## src/rtl/cpu_types_pkg.sv

```systemverilog
// Shared CPU types: RAM handshake states, memory arbiter FSM states and
// the default load value returned on a failed RAM access.
package cpu_types_pkg;

  typedef enum logic [1:0] {
    FREE   = 2'd0,
    BUSY   = 2'd1,
    ACCESS = 2'd2,
    ERROR  = 2'd3
  } ramstate_t;

  typedef enum logic [1:0] {
    IDLE  = 2'd0,
    DATA  = 2'd1,
    INSTR = 2'd2,
    RESP  = 2'd3
  } arbstate_t;

  localparam int unsigned WORD_W           = 32;
  localparam logic [31:0] BAD_WORD_DEFAULT = 32'hBAD1BAD1;

endpackage

```

## src/rtl/memory_arbiter.sv

```systemverilog
// Serialises instruction fetches and data reads/writes onto the single
// RAM port. Data requests have strict priority; each latched access runs
// to completion (ACCESS, ERROR or wait timeout) and is answered with a
// one-cycle hit pulse in RESP.
module memory_arbiter
  import cpu_types_pkg::*;
#(
  parameter int unsigned MAX_WAIT = 16,
  parameter logic [31:0] BAD_WORD = BAD_WORD_DEFAULT
) (
  input  logic              CLK,
  input  logic              RST,
  input  logic              iREN,
  input  logic [WORD_W-1:0] iaddr,
  output logic [WORD_W-1:0] iload,
  output logic              iHit,
  input  logic              dREN,
  input  logic              dWEN,
  input  logic [WORD_W-1:0] daddr,
  input  logic [WORD_W-1:0] dstore,
  output logic [WORD_W-1:0] dload,
  output logic              dHit,
  output logic              ramREN,
  output logic              ramWEN,
  output logic [WORD_W-1:0] ramaddr,
  output logic [WORD_W-1:0] ramstore,
  input  logic [WORD_W-1:0] ramload,
  input  logic [1:0]        ramstate,
  output logic              memErr
);

  localparam int unsigned CNT_W    = $clog2(MAX_WAIT);
  localparam logic [CNT_W-1:0] CNT_LAST = CNT_W'(MAX_WAIT - 1);
  localparam logic [CNT_W-1:0] CNT_SAT  = {CNT_W{1'b1}};

  arbstate_t         state;
  logic [CNT_W-1:0]  wait_cnt;
  logic [WORD_W-1:0] load_reg;
  logic              op_write;
  logic              src_data;
  ramstate_t         rs;

  assign rs    = ramstate_t'(ramstate);
  assign iload = load_reg;
  assign dload = load_reg;

  // Arbiter FSM with registered RAM strobes, hits, load register and error flag
  always_ff @(posedge CLK or posedge RST) begin
    if (RST) begin
      state    <= IDLE;
      wait_cnt <= '0;
      load_reg <= '0;
      op_write <= 1'b0;
      src_data <= 1'b0;
      iHit     <= 1'b0;
      dHit     <= 1'b0;
      ramREN   <= 1'b0;
      ramWEN   <= 1'b0;
      ramaddr  <= '0;
      ramstore <= '0;
      memErr   <= 1'b0;
    end else begin
      iHit <= 1'b0;
      dHit <= 1'b0;
      case (state)
        IDLE: begin
          wait_cnt <= '0;
          if (dWEN || dREN) begin
            state    <= DATA;
            op_write <= dWEN;
            src_data <= 1'b1;
            ramWEN   <= dWEN;
            ramREN   <= ~dWEN;
            ramaddr  <= daddr;
            ramstore <= dWEN ? dstore : '0;
          end else if (iREN) begin
            state    <= INSTR;
            op_write <= 1'b0;
            src_data <= 1'b0;
            ramWEN   <= 1'b0;
            ramREN   <= 1'b1;
            ramaddr  <= iaddr;
            ramstore <= '0;
          end
        end
        DATA, INSTR: begin
          if (rs == ACCESS || rs == ERROR || wait_cnt == CNT_LAST) begin
            state    <= RESP;
            ramREN   <= 1'b0;
            ramWEN   <= 1'b0;
            ramaddr  <= '0;
            ramstore <= '0;
            dHit     <= src_data;
            iHit     <= ~src_data;
            if (rs == ACCESS) begin
              if (!op_write) load_reg <= ramload;
            end else begin
              load_reg <= BAD_WORD;
              memErr   <= 1'b1;
            end
          end else if (wait_cnt != CNT_SAT) begin
            wait_cnt <= wait_cnt + CNT_W'(1);
          end
        end
        RESP: begin
          state <= IDLE;
        end
        default: state <= IDLE;
      endcase
    end
  end

endmodule

```

## config.mk

```make
export PLATFORM = sky130hd
export DESIGN_NAME = memory_arbiter
export DESIGN_NICKNAME = d
export VERILOG_FILES = /design/src/rtl/cpu_types_pkg.sv /design/src/rtl/memory_arbiter.sv
export SDC_FILE = /design/constraint.sdc
export NUM_CORES = 1
export LEC_CHECK = 0
export ABC_AREA = 0
export CAP_MARGIN = 20
export CORE_MARGIN = 2
export CORE_UTILIZATION = 37
export CTS_BUF_LIST = sky130_fd_sc_hd__clkbuf_4 sky130_fd_sc_hd__clkbuf_8
export DETAILED_ROUTE_END_ITERATION = 10
export PLACE_DENSITY = 0.85
export RECOVER_POWER = 50
export SYNTH_ARGS = -nofsm -noshare
export SYNTH_HDL_FRONTEND = slang
export SYNTH_SLANG_ARGS = --single-unit
```

## constraint.sdc

```tcl
create_clock -name CLK -period 3.5 [get_ports CLK]
set_clock_uncertainty 0.1 [all_clocks]
set_input_delay 0.35 -clock CLK [delete_from_list [all_inputs] [get_ports CLK]]
set_output_delay 0.35 -clock CLK [all_outputs]
set_load 0.01 [all_outputs]
```

**After elaboration in Yosys (flattened, before gate mapping)**

Index checks and enable logic that the tools add are counted.

- Logic and storage cells: 70
- Input port bits: 135
- Bits in registers: 109
- Output and inout bits: 133

- Bitwise gates (word level): 3
- Equal/unequal tests: 12
- Mux-type cells: 29
- Add/subtract/negate cells: 1
- Reduce and logical (&&, ||, !) cells: 13

Operators by type and width:

| operator | number |
|---|---|
| $mux W32 | 8 |
| $pmux W32 S2 | 2 |
| $reduce_and A3 Y1 | 4 |
| $mux W1 | 10 |
| $eq A2 B2 Y1 const B | 4 |
| $mux W4 | 2 |
| $ne A2 B2 Y1 const B | 4 |
| $pmux W4 S2 | 1 |
| $mux W2 | 3 |
| $pmux W2 S3 | 1 |
| $add A4 B1 Y4 const B | 1 |
| $eq A4 B4 Y1 const B | 1 |
| $ne A4 B4 Y1 const B | 1 |
| $pmux W1 S2 | 2 |
| $reduce_and A2 Y1 | 2 |
| $reduce_bool A2 Y1 | 2 |
| $logic_or A1 B1 Y1 | 3 |
| $ne A3 B3 Y1 const B | 1 |
| $not A1 Y1 | 3 |
| $eq A2 B1 Y1 const B | 1 |
| $logic_not A2 Y1 | 1 |
| $reduce_or A2 Y1 | 1 |

**Longest topological paths before layout**

Gate-level depths: netlist (run 1).

- Depth in word-level cells: 5
- Depth in mapped cells: 8
- Mapped depth without buffers: 5

**Worst setup path before layout (run 1)**

No wires, ideal clock.

- Path type: reg2reg
- From: register state[0]
- To: register ramWEN
- Setup slack: 1573 ps
- Clock period less this slack: 1927 ps
- Data required time: 3273 ps
- Setup time: 127 ps
- Stages on the path, launching flop included: 8
- Path buffers: 2
- Arrival: 1699 ps
- Path through: dfrtp_1 > inv_1 > ha_1 > buf_2 > or2_2 > o211a_1 > buf_6 > mux2_1

- Longest elaborated chain between the ends: 4
- Elaborated cells between the ends (all ways): 9
- Classes of those cells: 4 x eq/ne; 1 x mux; 4 x reduce/logical

Ends and longest elaborated chain:

| element | line | source |
|---|---|---|
| start: declaration | memory_arbiter.sv:36 | `arbstate_t state;` |
| start signal: assignment | memory_arbiter.sv:50 | `state <= IDLE;` |
| start signal: assignment | memory_arbiter.sv:69 | `state <= DATA;` |
| start signal: assignment | memory_arbiter.sv:77 | `state <= INSTR;` |
| $eq A2 B1 Y1 / $eq A2 B2 Y1 (equally long branches) | memory_arbiter.sv:65 | `case (state)` |
| $reduce_or A2 Y1 | memory_arbiter.sv:65 |  |
| $ne A2 B2 Y1 (no source line) / $reduce_bool A2 Y1 (equally long branches) | n/a |  |
| $reduce_and A3 Y1 (no source line) | n/a |  |
| end signal: assignment | memory_arbiter.sv:72 | `ramWEN <= dWEN;` |
| end: declaration | memory_arbiter.sv:24 | `output logic ramWEN,` |

Several ways; a longest one is shown, not always the timed one.
A chain may end at the register's enable or synchronous reset.

**Worst setup path in the final report (run 1)**

- From: register state[1]
- To: register ramWEN

Same word-level chain as after synthesis.

==> key figures, run 1 <==
Cells and area
  – Layout fillers: ~1,200
  – P&R area growth vs syn: 52.58%
  – Layout Cells excl Fill: 927
  – Layout net count: 879
  – Final Util: 0.5794
  – Layout cells sized above 1: 0.04960

STA
  – RSZ-0062 raised after global routing: false
  – Maximum clock rate: 398.7 MHz
  – Final worst slack: slightly below 1000 ps
  – Fin. Hold Viols: 0
  – Final worst path period share: 0.7166
  – Crit path time final: 2508 ps
  – Pin slew with the least headroom to its limit: 2301 ps
  – Worst-case headroom to the max-slew limit: -0.5424
  – Final slew viol count: roughly 50
  – Final setup fails: 0
  – Final TNS setup: 0 ps

Routing
  – Final WL: 15.22 mm
  – Vias per cell: 5.027
  – Met3 WL: 1.310 mm
  – DRC viols: 0
  – TritonRoute pass-1 iters: 4
  – ANT nets after route: 0
  – Max Used Layer: met4
  – Routed len/inst: 16.41 um
  – Wl on met1: 6.132 mm
  – 1st-iter DRT viols: 240
  – Met2 WL: 7.407 mm
  – Via Count: ~4,700

Flow run
  – Max-Cap Viols: 1

Pwr
  – Total power: 6.264 mW
  – Max VDD drop: 0.3747 mV
  – PD cells: 778.9 nW/um^2
  – Leak Pwr: around 3.5 nW

Clock tree
  – Clock buffer depth: 2
  – CTS root buf: clkbuf_8
  – CTS tree: built
  – TritonCTS buffer count: 9
  – Clk sink count: 109
  – Post-CTS sizing: 0
  – CTS HTree Levels: 3
  – Clk slew on worst S/H paths: 110 ps
  – CTS Hold Bufs: 0
  – Worst-skew pair later-pin latency: 360 ps
  – Post-CTS Setup Bufs: 0

Logic synthesis
  – Avg Cell Area, Syn: 10.04 sq um
  – Leading cell types by count after synthesis: dfrtp_1 (109), nand2_1 (67), o21ai_0 (52), a22o_1 (49), inv_1 (39)
  – Number of synthesized register bits: 109
  – EDFF count, synth: 0
  – Top post-synthesis cells by area: dfrtp_1 (52%), a22o_1 (8.1%), mux2i_1 (6.3%)
  – Count leader, synth: dfrtp_1
  – Mapped Cells: roughly 530
  – Syn. warnings: 0
  – Largest area contributor in the netlist: dfrtp_1
  – Post-Syn Nets: between 600 and 700
  – Leading register cell type out of synthesis: dfrtp_1
  – Distinct cells, synth: 37
  – Sequential fraction of the synthesis area: 0.5174
  – Synth top area share: 0.5174
  – Mapped Area: 5271 sq um
  – Post-synth ARST share: 1.000

Die
  – Initial Util: 0.3798
  – Die area: 15,220 sq um
  – Cell row count: between 40 and 50
  – Ports: 268
  – Die W: 123.4 um
  – Die height: about 120 um
  – Core Region: 13,880 sq um

Global route
  – Pin count of the biggest net entering global routing: 60
  – First-pass GRT wire length: 23.67 mm
  – GRT Overall Usage: 0.1998
  – Antenna violations before repair: 1
  – Number of global-route vias before repair: 4,576
  – Grt total ovfl: 0

Worst setup path
  – Maximum fanout along the worst path: 26
  – Worst Path Required: 3660 ps
  – CP Capture Type: flop
  – Worst Path Arrival: 2670 ps
  – Startpoint types: flop
  – Worst Setup Path Type: reg -> reg

Placed design
  – Port-buffer cells: 267
  – Dpl cells: 909
  – GPL Wtd Cong: 0.7372
  – Pre-CTS WS: 730.0 ps
  – Post-DP HPWL: 11.05 mm

Run status
  – Status: finished with violations
  – Failing checks: max-capacitance violations, max-slew violations

Min path
  – HP Class: reg -> reg
[worst max-delay path, cell delays in order, from the launching register on]
cell     delay [ps]
dfrtp_1         410
inv_1            70
ha_1            150
buf_4           260
or4b_4          550
o211a_2         290
buf_12          240
mux2_1          310
[sequential cells by signal (all words and copies together), names as in the netlist]
register  count
src_data      1
iHit          1
ramWEN        1
ramstore     32
ramREN        1
op_write      1
ramaddr      32
dload        32
state         2
dHit          1
wait_cnt      4
memErr        1
[power by group]
group	total (mW)	switching [mW]	internal, mW	leakage [nW]
logic	3.47	1.67	1.80	1.99
registers	2.03	0.308	1.72	1.38
clock network	0.766	0.467	0.299	0.103
[cell families (layout without fill, tap and decap cells)]
family / after synthesis / after routing / synth area share
AND/OR/NAND/NOR: 115 / 115 / 0.09209
AO/OA/AOI/OAI: 153 / 153 / 0.2077
adder cells (fa/ha/maj): 3 / 3 / 0.007122
buffers and inverters: 111 / 332 / 0.1108
other: 0 / 1 / 0
multiplexers: 34 / 34 / 0.06480
flip-flops: 109 / 109 / 0.5174
[final cells by class]
| cell class | instances | area [sq um] | share of cell area |
|---|---|---|---|
| Tap cell | 180 | 225.2 | 0.02800 |
| Clock buffer | 10 | 137.6 | 0.01711 |
| Clock inverter | 6 | 62.56 | 0.007778 |
| Sequential cell | 109 | 2728 | 0.3391 |
| Timing Repair Buffer | 277 | 2773 | 0.3447 |
| Multi-Input combinational cell | 305 | 1967 | 0.2446 |
| Inverter | 39 | 147.6 | 0.01836 |
| Antenna cell | 1 | 2.502 | 0.0003111 |
[routing by layer]
metal,vias up,track usage
li1,2222,-
met1,2191,0.2399
met2,218,0.3338
met3,29,0.06873
met4,0,0.06889
met5,-,0
[stage by stage]
stage	cell area [sq um]	hold WS (ps)
after floorplan	5271	316.6
after global routing	8040	401.0
after detailed placement	7821	355.7
final	8043	378.2
after global placement	7814	355.2
after CTS	8021	337.7
[layout by cell type, fill, tap and decap left out, types with 10 or more instances in the layout]
cell,instances
nand2_1,67
o21ai_0,52
o211ai_1,14
dfrtp_1,109
inv_1,38
mux2i_1,33
nor2_1,32
o22a_1,19
clkbuf_8,10
dlygate4sd3_1,59
clkdlybuf4s50_1,208
a22o_1,49
[final timing paths]
path                            startpoint          end  slack [ps]  depth (start not counted)
worst max-delay path              state[1]       ramWEN         990                          7
worst min register to register    src_data         iHit         380                          1
worst min-delay path              src_data         iHit         380                          1
min in group asynchronous              RST    dload[14]         950                          2
worst max register to register    state[1]       ramWEN         990                          7
max in group asynchronous              RST  wait_cnt[1]        1270                          3
Note: power is estimated with default switching activity, not from simulation.
==> inputs of run 2 (changes only) <==
CORE_UTILIZATION = 40   (was 37)
PLACE_DENSITY = 0.87   (was 0.85)
clock period = 2.5 ns   (was 3.5 ns; I/O delays follow)
==> run 2 against run 1 <==
  * Critical path type unchanged
  * Combinational power up 42%
  * The run now ends clean
  * Design area up 0.25%
  * Via count up 1.4%
  * Register-to-register slack worse by 690 ps
  * Global-route usage up 2.1 points
  * Clock power up 50%
==> key figures, run 2 (synthesized netlist as in run 1, its figures left out) <==
Run status
  – Status: complete, no violations

STA
  – Pin slew with the least headroom to its limit: 1442 ps (-858.5 ps)
  – Worst-case headroom to the max-slew limit: 0.03837 (+0.5807)
  – Final worst path period share: 0.8790 (+0.1624)
  – Final worst slack: 302.6 ps (-689.4 ps)
  – Maximum clock rate: 455.1 MHz (+14%)
  – Fin. Hold Viols: 0 (unchanged)
  – Crit path time final: 2197 ps (-310.6 ps)
  – Final TNS setup: 0 ps (unchanged)
  – Final slew viol count: 0 (-100%)
  – RSZ-0062 raised after global routing: false
  – Final setup fails: 0 (unchanged)

Clock tree
  – CTS Hold Bufs: 0 (unchanged)
  – TritonCTS buffer count: 9 (unchanged)
  – Clk sink count: 109 (unchanged)
  – Worst-skew pair later-pin latency: 360 ps (about the same)
  – Post-CTS Setup Bufs: 0 (unchanged)
  – CTS HTree Levels: 3 (unchanged)
  – CTS tree: built
  – Post-CTS sizing: 0 (unchanged)
  – Clk slew on worst S/H paths: 100 ps (about the same)
  – Clock buffer depth: 2 (unchanged)
  – CTS root buf: clkbuf_8

Pwr
  – Switching Fraction: 0.3791 (-0.01109)
  – PD cells: 1107 nW/um^2 (+42%)
  – Leak Pwr: 3.487 nW (+0.35%)
  – Max VDD drop: 0.4989 mV (+33%)
  – Switching pwr: 3.383 mW (+38%)
  – Clock power frac: 0.129 (+0.007)
  – Reg power frac: 0.320 (-0.004)
  – Combinational share of power: 0.551 (-0.003)
  – Total power: 8.925 mW (+42%)
  – Pint: 5.542 mW (+45%)

Placed design
  – Post-DP HPWL: 11.85 mm (+7.3%)
  – Placed Area: 7870 sq um (+0.62%)
  – Pre-CTS WS: 213.6 ps (-516.4 ps)
  – GPL Wtd Cong: 0.7826 (+6.2%)
  – Port-buffer cells: 267 (unchanged)

Routing
  – Final WL: 15.74 mm (+3.4%)
  – DRC viols: 0 (unchanged)
  – 1st-iter DRT viols: 321 (+34%)
  – Routed len/inst: 17.07 um (+4.0%)
  – Via Count: 4,727 (+1.4%)
  – ANT nets after route: 0 (unchanged)
  – Vias per cell: 5.127 (+2.0%)
  – TritonRoute pass-1 iters: 5 (+1)

Worst setup path
  – WP buf/inv: 2 (-1)
  – CP Cell Sequence: inv_1, ha_1, or4b_4, o211a_2, buf_4, mux2i_1
  – Maximum fanout along the worst path: 16 (-38%)
  – Worst path slowest cell: or4b_4
  – Startpoint types: flop
  – Largest stage delay, worst path: 530 ps (-20 ps)
  – Worst Setup Path Type: reg -> reg
  – Worst Path Required: 2680 ps (-980 ps)
  – Worst Path Arrival: 2380 ps (-290 ps)
  – CP delay by family, top: simple AND/OR/NAND/NOR gates
  – CP Capture Type: flop

Global route
  – Pin count of the biggest net entering global routing: 110 (+83%)
  – Grt total ovfl: 0 (unchanged)
  – GRT Overall Usage: 0.2211 (+0.02129)
  – Number of global-route vias before repair: 4,867 (+6.4%)
  – Antenna violations before repair: 0 (-1)
  – First-pass GRT wire length: 25.03 mm (+5.7%)

Cells and area
  – Most frequent cells in the layout: clkdlybuf4s50_1 (207), dfrtp_1 (109), nand2_1 (67), dlygate4sd3_1 (60), o21ai_0 (52)
  – Fin area: 8063 sq um (+0.25%)
  – Layout net count: 884 (+0.57%)
  – P&R area growth vs syn: 52.96%
  – Commonest non-fill, non-tap cell in the layout: clkdlybuf4s50_1
  – Final Util: 0.6338 (+0.05434)
  – Ant. Diodes: 0 (-1)
  – Layout cells sized above 1: 0.05200 (+0.002402)

Die
  – Ports: 268 (unchanged)
  – Die W: 118.8 um (-3.7%)
  – Initial Util: 0.4143 (+0.03458)
  – Cell row count: 41 (-4.7%)
  – Die height: 118.8 um (-3.7%)
  – Core Region: 12,720 sq um (-8.3%)
  – Die area: 14,110 sq um (-7.3%)

Min path
  – HP Class: in -> reg

Flow run
  – Max-Cap Viols: 0 (-1)
-- run 2: cell types whose count changed in the layout (fill, tap and decap cells not counted), sizes merged, moves of 2 or more --
cell,delta
buf,+2
inv,-4
clkbuf,+4
bufinv,+2
-- run 2: path summary, 6_finish.rpt --
path | from | to | slack (ps) | cells past startpoint
setup / recovery | state[0] | ramstore[20] | 300 | 6
hold / removal | dstore[23] | ramstore[23] | 330 | 3
setup reg to reg | state[0] | ramstore[20] | 300 | 6
hold reg to reg | memErr | memErr | 380 | 1
max in group asynchronous | RST | dload[31] | 600 | 3
min in group asynchronous | RST | ramstore[18] | 810 | 3
-- run 2: area by class of cell --
class	count	area [sq um]
multi-input combinational	305	1967
inverter	39	150.1
timing repair buffer	282	2790
clock buffer	11	138.9
fill	1039	4659
sequential	109	2728
tap	172	215.2
clock inverter	4	73.82
-- run 2: power groups by stage --
stage / combinational [mW] / sequential [mW] / clock (mW)
6_report: 4.92 / 2.86 / 1.15
5_1_grt: 5.29 / 2.93 / 1.24
4_1_cts: 5.12 / 2.87 / 1.17
3_5_place_dp: 5.11 / 2.89 / 0
3_3_place_gp: 4.94 / 2.87 / 0
2_1_floorplan: 2.78 / 3.07 / 0
-- run 2: routing by layer --
layer  up-vias  global-route usage  wire length, um  share of wire
met1      2264              0.2642             6170           0.39
met3        28             0.04633             1076          0.068
met4         0             0.08408              389          0.025
met2       222              0.3890             8100           0.51
met5         -                   0                0              0
li1       2213                   -                -              -
-- run 2: per-stage QoR --
stage	instances	hold WS (ps)
detailed placement	907	373.5
CTS	922	314.9
global placement	907	370.0
floorplan	525	287.1
global route	922	316.8
finish	922	327.5
-- run 2: tightest hold or removal path: cells and delay by family --
family	cells	cell delay [ps]
and+or+nand+nor	1	60
buffers and inverters	1	400
muxes	1	60
==> inputs of run 3 (changes only) <==
PLACE_DENSITY = 0.8   (was 0.87)
==> run 3 against run 2 <==
  * Flip-flop and latch count did not move
  * Non-clock buffer count fell by 4
  * Setup slack got worse by 2.4 ps
  * Power fell by 1.3%
  * Clock-buffer cell count did not move
  * Critical path type unchanged
==> key figures, run 3 (synthesized netlist as in run 1, its figures left out) <==
Run status
  – Status: complete, no violations

Pwr
  – Max VDD drop: 0.5127 mV (+2.8%)
  – Switching pwr: 3.377 mW (-0.18%)
  – Reg power frac: 0.323 (+0.003)
  – Switching Fraction: 0.3833 (+0.004232)
  – PD cells: 1098 nW/um^2 (-0.77%)
  – Clock power frac: 0.124 (-0.005)
  – Combinational share of power: 0.553 (+0.002)
  – Leak Pwr: 3.481 nW (-0.16%)
  – Pint: 5.434 mW (-2.0%)

STA
  – Worst-case headroom to the max-slew limit: 0.01418 (-0.02419)
  – Maximum clock rate: 454.6 MHz (-0.11%)
  – Final worst path period share: 0.8799 (+0.0009672)
  – Fin. Hold Viols: 0 (unchanged)
  – Final TNS setup: 0 ps (unchanged)
  – Crit path time final: 2200 ps (+2.418 ps)
  – Final setup fails: 0 (unchanged)
  – WHS: 321.7 ps (-5.792 ps)
  – Final slew viol count: 0 (unchanged)
  – Pin slew with the least headroom to its limit: 1479 ps (+36.29 ps)
  – RSZ-0062 raised after global routing: false

Worst setup path
  – Worst Path Arrival: 2360 ps (-20 ps)
  – Worst Setup Path Type: reg -> reg
  – CP Cell Sequence: inv_1, ha_1, buf_4, nand3_1, a22o_1
  – CP Capture Type: flop
  – Maximum fanout along the worst path: 25 (+9)
  – Largest stage delay, worst path: 490 ps (-40 ps)
  – Worst path slowest cell: nand3_1
  – Worst Path Required: 2660 ps (-20 ps)
  – WP buf/inv: 2 (unchanged)
  – Startpoint types: flop
  – CP delay by family, top: simple AND/OR/NAND/NOR gates

Clock tree
  – CTS Hold Bufs: 0 (unchanged)
  – Post-CTS sizing: 0 (unchanged)
  – Clock buffer depth: 2 (unchanged)
  – CTS HTree Levels: 3 (unchanged)
  – Post-CTS Setup Bufs: 0 (unchanged)
  – CTS root buf: clkbuf_8
  – Clk sink count: 109 (unchanged)
  – Worst-skew pair later-pin latency: 370 ps (about the same)
  – Clk slew on worst S/H paths: 100 ps (about the same)
  – TritonCTS buffer count: 9 (unchanged)
  – CTS tree: built

Cells and area
  – Most frequent cells in the layout: clkdlybuf4s50_1 (206), dfrtp_1 (109), nand2_1 (67), dlygate4sd3_1 (61), o21ai_0 (52)
  – Layout fillers: 1,031 (-0.77%)
  – Ant. Diodes: 0 (unchanged)
  – Layout net count: 880 (-0.45%)
  – Commonest non-fill, non-tap cell in the layout: clkdlybuf4s50_1
  – P&R area growth vs syn: 52.17%
  – Layout cells sized above 1: 0.04826 (-0.003743)

Routing
  – DRC viols: 0 (unchanged)
  – Vias per cell: 5.230 (+2.0%)
  – ANT nets after route: 0 (unchanged)
  – 1st-iter DRT viols: 346 (+7.8%)
  – Routed len/inst: 17.13 um (+0.34%)
  – Final WL: 15.72 mm (about the same)
  – TritonRoute pass-1 iters: 5 (unchanged)
  – Via Count: 4,801 (+1.6%)

Die
  – Die height: 118.8 um (unchanged)
  – Die area: 14,110 sq um (unchanged)
  – Initial Util: 0.4143 (unchanged)
  – Ports: 268 (unchanged)
  – Core Region: 12,720 sq um (unchanged)
  – Die W: 118.8 um (unchanged)
  – Cell row count: 41 (unchanged)

Min path
  – HP Class: in -> reg

Global route
  – Antenna violations before repair: 0 (unchanged)
  – Grt total ovfl: 0 (unchanged)
  – GRT Overall Usage: 0.2256 (+0.004541)
  – First-pass GRT wire length: 25.56 mm (+2.1%)
  – Number of global-route vias before repair: 4,834 (-0.68%)
  – Pin count of the biggest net entering global routing: 110 (unchanged)

Placed design
  – Port-buffer cells: 267 (unchanged)
  – Post-DP HPWL: 11.51 mm (-2.9%)
  – GPL Wtd Cong: 0.8016 (+2.4%)

Flow run
  – Max-Cap Viols: 0 (unchanged)
==> run 3: cell types whose count changed in the layout (fill, tap and decap cells not counted), moves of 2 or more <==
cell / delta
buf_4: -2
clkbuf_1: -2
clkbuf_4: -2
clkbuf_8: +2
==> run 3: per-layer routing <==
metal	global-route usage	vias up	wire (um)
met4	0.09077	0	414
li1	-	2215	-
met1	0.2773	2327	6257
met5	0	-	0
met3	0.04778	27	1171
met2	0.3854	232	7879
==> run 3: power by group through the flow <==
stage	combinational, mW	sequential [mW]	clock [mW]
after floorplan	2.78	3.07	0
after global placement	4.89	2.86	0
after detailed placement	5.04	2.88	0
after CTS	5.04	2.86	1.11
after global routing	5.26	2.93	1.17
final	4.88	2.85	1.09
==> run 3: per-stage QoR <==
| stage | cells | cell area, sq um | utilization | power (mW) | setup slack, ps |
|---|---|---|---|---|---|
| after floorplan | 525 | 5275 | - | 5.856 | 573.4 |
| after global placement | 903 | 7835 | 0.6159 | 7.750 | 238.7 |
| after detailed placement | 903 | 7835 | 0.6159 | 7.921 | 186.0 |
| after CTS | 918 | 8034 | 0.6315 | 9.015 | 288.4 |
| after global routing | 918 | 8021 | 0.6305 | 9.362 | 166.0 |
| final | 918 | 8021 | 0.6305 | 8.811 | 300.2 |
==> run 3: layout make-up <==
type	instances	area, sq um	area share
clock buffer	11	151.4	0.01887
clock inverter	4	47.55	0.005927
inverter	39	150.1	0.01872
multi-input combinational	305	1962	0.2446
sequential	109	2728	0.3400
tap	172	215.2	0.02683
timing repair buffer	278	2768	0.3450
==> run 3: final timing paths <==
kind	start	end	slack, ps	depth (start not counted)
max	state[1]	dload[3]	300	5
min	dstore[23]	ramstore[23]	320	3
max reg2reg	state[1]	dload[3]	300	5
min reg2reg	ramWEN	ramWEN	390	1
max in group asynchronous	RST	dload[24]	550	3
min in group asynchronous	RST	ramstore[7]	780	3
==> run 3: tightest hold or removal path: stages <==
cell	delay [ps]
clkdlybuf4s50_1	400
nand2_1	60
mux2i_1	60
